==> src/rtl/module_binary_to_bcd_seq.sv <==
// ---------------------------------------------------------------------------
// module_binary_to_bcd_seq
//
// Sequential binary-to-BCD converter using the iterative shift-and-add-3
// (double-dabble) algorithm with a start/done handshake. One algorithm
// iteration is performed per clock, so a W-bit input takes W+1 cycles from
// the accepted START to the DONE pulse. Digits that do not fit in DIGITOS
// are dropped (result is magnitude mod 10^D) and flagged on OVERFLOW.
//
// Optional feature macro: BIN2BCD_SIGNED_EN
//   defined   : ENTRADA is two's complement, |x| is converted, NEGATIVO = sign
//   undefined : ENTRADA is unsigned, NEGATIVO is tied to 0
//
// Parameters
//   ANCHO_ENTRADA  binary input width W (>= 2)
//   DIGITOS        number of BCD output digits D (>= 1)
//
// Ports
//   CLK       in   rising-edge clock
//   RST_N     in   synchronous active-low reset
//   ENTRADA   in   W-bit binary value, sampled only when a start is accepted
//   START     in   conversion request (honoured in IDLE and FIN only)
//   BUSY      out  high while iterating (SHIFT state)
//   DONE      out  one-cycle pulse when a new result is presented
//   BCD       out  4*D packed digits, [3:0] = units
//   OVERFLOW  out  magnitude of last conversion was >= 10^D
//   NEGATIVO  out  sign of last conversion (0 when signed mode disabled)
// ---------------------------------------------------------------------------
module module_binary_to_bcd_seq #(
    parameter int ANCHO_ENTRADA = 8,
    parameter int DIGITOS       = 3
) (
    input  logic                       CLK,
    input  logic                       RST_N,
    input  logic [ANCHO_ENTRADA-1:0]   ENTRADA,
    input  logic                       START,
    output logic                       BUSY,
    output logic                       DONE,
    output logic [4*DIGITOS-1:0]       BCD,
    output logic                       OVERFLOW,
    output logic                       NEGATIVO
);

    localparam int W  = ANCHO_ENTRADA;
    localparam int D  = DIGITOS;
    localparam int CW = $clog2(W + 1);
    localparam logic [CW-1:0] LAST_ITER = CW'(W - 1);

    typedef enum logic [1:0] {
        IDLE,
        SHIFT,
        FIN
    } state_t;

    state_t          state;
    state_t          state_next;
    logic            capture;

    logic [W-1:0]    shift_reg;
    logic [4*D-1:0]  scratch;
    logic            ovf_latch;
    logic [CW-1:0]   iter;

    logic [W-1:0]    magnitude;
    logic [4*D-1:0]  adjusted;
    logic [4*D-1:0]  scratch_next;
    logic [W-1:0]    shift_next;
    logic            carry_out;
    logic            last_iter;

`ifdef BIN2BCD_SIGNED_EN
    logic            sign_in;
    logic            sign_reg;

    // Two's complement magnitude. The most negative value negates to itself,
    // which read as unsigned is exactly 2^(W-1), so W bits are enough.
    always_comb begin
        sign_in   = ENTRADA[W-1];
        magnitude = sign_in ? (~ENTRADA + W'(1)) : ENTRADA;
    end
`else
    // Unsigned input is converted as-is.
    always_comb begin
        magnitude = ENTRADA;
    end
`endif

    // One double-dabble step: correct every digit >= 5 so that the following
    // doubling carries correctly into the next digit, then shift the whole
    // {scratch, shift_reg} pair left by one. The bit leaving the top digit
    // represents 10^D and therefore means the result does not fit.
    always_comb begin
        adjusted = scratch;
        for (int i = 0; i < D; i++) begin
            if (scratch[4*i +: 4] >= 4'd5) begin
                adjusted[4*i +: 4] = scratch[4*i +: 4] + 4'd3;
            end
        end
        carry_out    = adjusted[4*D-1];
        scratch_next = {adjusted[4*D-2:0], shift_reg[W-1]};
        shift_next   = {shift_reg[W-2:0], 1'b0};
        last_iter    = (iter == LAST_ITER);
    end

    // Next-state and handshake outputs. FIN accepts a new START directly so
    // back-to-back conversions cost no extra idle cycle.
    always_comb begin
        state_next = state;
        capture    = 1'b0;
        BUSY       = 1'b0;
        DONE       = 1'b0;
        case (state)
            IDLE: begin
                if (START) begin
                    capture    = 1'b1;
                    state_next = SHIFT;
                end
            end
            SHIFT: begin
                BUSY = 1'b1;
                if (last_iter) begin
                    state_next = FIN;
                end
            end
            FIN: begin
                DONE = 1'b1;
                if (START) begin
                    capture    = 1'b1;
                    state_next = SHIFT;
                end else begin
                    state_next = IDLE;
                end
            end
            default: begin
                state_next = IDLE;
            end
        endcase
    end

    // State register.
    always_ff @(posedge CLK) begin
        if (!RST_N) begin
            state <= IDLE;
        end else begin
            state <= state_next;
        end
    end

    // Datapath: load on capture, iterate in SHIFT, and publish the result on
    // the same edge as the final iteration so BCD/OVERFLOW are already valid
    // in the DONE cycle.
    always_ff @(posedge CLK) begin
        if (!RST_N) begin
            shift_reg <= '0;
            scratch   <= '0;
            ovf_latch <= 1'b0;
            iter      <= '0;
            BCD       <= '0;
            OVERFLOW  <= 1'b0;
        end else if (capture) begin
            shift_reg <= magnitude;
            scratch   <= '0;
            ovf_latch <= 1'b0;
            iter      <= '0;
        end else if (state == SHIFT) begin
            shift_reg <= shift_next;
            scratch   <= scratch_next;
            ovf_latch <= ovf_latch | carry_out;
            iter      <= iter + CW'(1);
            if (last_iter) begin
                BCD      <= scratch_next;
                OVERFLOW <= ovf_latch | carry_out;
            end
        end
    end

`ifdef BIN2BCD_SIGNED_EN
    // Sign is captured with the input and published alongside the digits.
    always_ff @(posedge CLK) begin
        if (!RST_N) begin
            sign_reg <= 1'b0;
            NEGATIVO <= 1'b0;
        end else if (capture) begin
            sign_reg <= sign_in;
        end else if ((state == SHIFT) && last_iter) begin
            NEGATIVO <= sign_reg;
        end
    end
`else
    assign NEGATIVO = 1'b0;
`endif

endmodule
==> config.mk <==
export PLATFORM = sky130hd
export DESIGN_NAME = module_binary_to_bcd_seq
export DESIGN_NICKNAME = d
export VERILOG_FILES = /design/src/rtl/module_binary_to_bcd_seq.sv
export SDC_FILE = /design/constraint.sdc
export NUM_CORES = 1
export LEC_CHECK = 0
export CORE_MARGIN = 2
export CORE_UTILIZATION = 53
export DETAILED_ROUTE_END_ITERATION = 12
export PLACE_DENSITY = 0.78
export SLEW_MARGIN = 20
export SYNTH_ARGS = -nofsm -noshare
export SYNTH_HDL_FRONTEND = slang
export SYNTH_SLANG_ARGS = --single-unit
export TNS_END_PERCENT = 100
==> constraint.sdc <==
create_clock -name CLK -period 1.9 [get_ports CLK]
set_input_delay 0.19 -clock CLK [delete_from_list [all_inputs] [get_ports CLK]]
set_output_delay 0.19 -clock CLK [all_outputs]
set_load 0.03 [all_outputs]
# [Word-level counts from Yosys, hierarchy flattened]
# Index checks and enable logic that the tools add are counted.
[op_classes] n_addsub=4 n_mul=0 div=0 magnitude_cmp=3 eq_ne=5 shifts=0 n_mux=13 bitwise=3 reduce_logical=6
[ops] cell="$mux W8" n=2
[ops] cell="$add A4 B2 Y4 const B" n=3
[ops] cell="$ge A4 B3 Y1 const B" n=3
[ops] cell="$mux W4" n=3
[ops] cell="$pmux W2 S3" n=1
[ops] cell="$mux W1" n=5
[ops] cell="$add A4 B1 Y4 const B" n=1
[ops] cell="$eq A4 B3 Y1 const B" n=1
[ops] cell="$mux W2" n=2
[ops] cell="$ne A2 B2 Y1 const B" n=2
[ops] cell="$reduce_or A2 Y1" n=2
[ops] cell="$reduce_and A3 Y1" n=1
[ops] cell="$eq A2 B1 Y1 const B" n=1
[ops] cell="$eq A2 B2 Y1 const B" n=1
[ops] cell="$logic_not A2 Y1" n=1
[ops] cell="$not A1 Y1" n=2
[ops] cell="$reduce_and A2 Y1" n=1
[ops] cell="$reduce_bool A2 Y1" n=1
[ops] cell="$or A1 B1 Y1" n=1
[word_totals] register_bits=40 latchBits=0 ram_bits=0 rom_bits=0 wordCells=41 memories=0

# [Longest topological paths before layout]
[logic_depth] ltp_word=5 ltp_mapped=6 ltp_nobuf=6

# [Worst setup path before layout]
# OpenSTA, ideal clock, no wires.
[synth_path] path_kind="reg2reg" from="reg scratch[1]" to="reg BCD[2]" t_arrival_ps=1364 required_time_ps=1827 setup_slack_ps=463 path_stages_with_launch=7 n_path_buf=0 path_cell_list="dfxtp_1 > inv_1 > ha_1 > nand2b_1 > a21oi_2 > mux2_4 > o22ai_2"
[synth_via] elab_chain_len=2
[synth_rtl] item="from (decl)" line_no="60" source="logic [4*D-1:0] scratch;"
[synth_rtl] item="from (signal assigned)" line_no="167" source="scratch <= scratch_next;"
[synth_rtl] item="$add A4 B2 Y4 or $ge A4 B3 Y1 (tied branches)" line_no="96, 95"
[synth_rtl] item="$mux W4 *" line_no="95" source="if (scratch[4*i +: 4] >= 4'd5) begin"
[synth_rtl] item="to (signal assigned)" line_no="171" source="BCD <= scratch_next;"
[synth_rtl] item="to (decl)" line_no="39" source="output logic [4*DIGITOS-1:0] BCD,"
# Mark *: on every way between the ends. The rest lies on a longest branch, timed or not.
# A chain may end at the register's enable or synchronous reset.

# [Worst setup path in the final report]
[layout_path] from="reg state[0]" to="out DONE"
[layout_via] elab_chain_len=2
[layout_rtl] item="from (decl)" line_no="55" source="state_t state;"
[layout_rtl] item="from (signal assigned)" line_no="145" source="state <= state_next;"
[layout_rtl] item="$eq A2 B2 Y1" line_no="112" source="case (state)"
[layout_rtl] item="$mux W1" line_no="112"
[layout_rtl] item="to (decl)" line_no="38" source="output logic DONE,"
# No other way between the ends.

==> impl_metrics.ini <==
[worst_setup_path]
end_kind = output port
cp_data_arrival_time_ns = 1.49
ff2ff_path_depth = 6
cp.required_ns = 1.71
crit_fanout = 3
rrSetupSlack_ns = 0.30
cp-start-kind = flop
r2r-end = BCD[2]
path_class = reg -> out
reg2reg_from = scratch[0]

[pwr]
power_leakage_uw = 0.0008835
power_density_mw_per_mm2 = 676.1
peakVddDrop_mv = 0.5465

[routing]
route.detailed.drc = 0
wl_um = 3715
first_iter_violations = 176
drtPass1Iterations = 4
vias_per_cell = 5.361
final_antenna_net_count = 0
wl_per_cell_um = 13.41
vias = 1485

[yosys]
synth_nets = 222
async_reset_ff_share_pct = 0
synth_top_area_share_pct = 42.67
yosys_warnings = 0
ys_types = 37
syn-cell-area_mm2 = 0.001877
synthesis.instances = 204
synthFlopType = dfxtp_1
syn_avg_cell_area_um2 = 9.200
synth_area_leaders = dfxtp_1 (43%), nand2_1 (6.2%), ha_1 (4.7%)
synth-edff-count = 0
synth_seq_area_share_pct = 42.67
synth_top_cell_by_area = dfxtp_1
synth_seq_cells = 40

[floorplanning]
row_count = 21
chipWidth_um = 63.51
die_h_um = 63.51
boundaryPins = 27
initial_core_util_pct = 55.80
fp.coreArea_mm2 = 0.003363
dieArea_mm2 = 0.004033

[global_route]
antenna_found_initial = 0
grt_pass1_wl_um = 6141
grt_max_degree = 19
grt_overflow_total = 0
grt_use_total_pct = 19.65
grt_pass1_vias = 1329

[cts]
cts_tree = done
ctsHoldBuffers = 0
cts_setup_buffers = 0
clock_path_buffers = 2
clock_latency_ns = 0.34
path_clk_slew_ns = 0.12
cts_buffers = 5
cts_root_buffer = clkbuf_4
cts_sinks = 40
htreeDepth = 2

[final_layout]
final_util_pct = 65.51
diodes = 0
nets = 248
layout_commonest_cell = dfxtp_1
instances_no_fill = 277
final_layout_size_suffix_gt1_share_pct = 13.42
syn_to_final_growth_pct = 17.40
layout_common_cells = dfxtp_1 (40), nand2_1 (31), clkdlybuf4s50_1 (24), nor2_1 (15), a21oi_1 (13)

[sta]
finalClockSkew_ns = 0.01458
finalSetupViolCount = 0
finalSetupTns_ns = 0
hold_viol_final = 0
slew_headroom_pct = 54.85
post-route-period-util_pct = 88.45
clock.fmax_ghz = 0.5950
fin_ws_ns = 0.2194
rsz0062_at_grt = no
maxSlewViolCount = 0
whs_ns = 0.4455
tightestPinTransition_ns = 0.6772
min_period_ns = 1.681

[placement]
place_ws_ns = 0.2617
gp_congestion = 0.8095
post-dp-hpwl_um = 2674
dp_cells = 269
numPortBuffers = 25

[worst_hold_path]
holdPathStages = 3
worstHoldStart = ENTRADA[0]
min_to = shift_reg[0]
hold_class = in -> reg

[outcome]
status = complete, no violations

[flow_run]
drv_cap = 0
==> how the worst max path moves through the flow <==
stage	start	endpoint	slack, ns	cells after the start
after floorplan	scratch[1]	BCD[2]	0.46	6
after global placement	START	scratch[6]	0.31	4
after detailed placement	START	scratch[10]	0.26	4
after CTS	state[0]	BUSY	0.04	3
after global routing	state[0]	DONE	0.11	2
final	state[0]	DONE	0.22	2
==> critical path: stages, from the launching register on <==
cell and delay [ns]:
dfxtp_1 0.36, nor2b_1 0.12, clkdlybuf4s50_1 0.68
==> metal layers <==
layer	GRT usage [%]	share of wire [%]	vias to the layer above
met3	6.607	5.0	8
met5	0	0	-
li1	-	-	755
met4	6.522	1.7	0
met1	25.34	46	678
met2	30.79	47	44
==> stage by stage <==
stage	instance area (um^2)	power, uW
2_1_floorplan	1877	1021
3_3_place_gp	2142	1063
3_5_place_dp	2142	1066
4_1_cts	2201	1501
5_1_grt	2203	1561
6_report	2203	1490
==> kinds of logic after synthesis <==
| kind of cell | count (synthesis) | share of synthesized area (%) |
|---|---|---|
| flops | 40 | 42.67 |
| other cells | 1 | 0.1998 |
| compound gates | 52 | 19.53 |
| xor+xnor | 6 | 2.800 |
| fa+ha+maj | 7 | 4.666 |
| simple gates | 72 | 19.53 |
| buf+inv | 21 | 7.132 |
| mux | 5 | 3.467 |
==> cells in the mapped netlist (2+ instances only) <==
cell / number
nand2_1: 31
buf_6: 4
dfxtp_1: 40
a21oi_1: 13
nand2b_1: 4
o22ai_1: 12
o221ai_1: 3
a211oi_2: 2
xor2_1: 2
nor3b_1: 4
nand3_1: 7
buf_2: 5
o211a_1: 7
inv_1: 8
mux2_4: 3
o21ai_0: 7
buf_4: 2
a21oi_2: 3
mux2i_1: 2
ha_1: 7
nor2b_1: 2
nor2_1: 15
nor3b_2: 2
o21ai_2: 2
nand2_4: 2
xnor2_1: 4
==> layout make-up <==
class	instances	area (um^2)
Clock buffer	8	58.81
Fill cell	292	1160
Inverter	9	33.78
Multi-Input combinational cell	143	942.2
Sequential cell	40	800.8
Tap cell	46	57.56
Timing Repair Buffer	31	310.3
==> what timing repair did <==
item,in CTS,in global routing
endpoints found under the setup margin,0,1
resized for setup,0,1
endpoints found under the hold margin,0,0
==> where the power goes <==
part           switching [uW]  leakage, uW  internal (uW)  total, uW
sequential               17.0     0.000325            861        878
clock                     260    0.0000326            183        443
combinational            96.4     0.000526           72.4        169
total                     373     0.000884           1120       1490
Power figures use the tool's default switching activity.
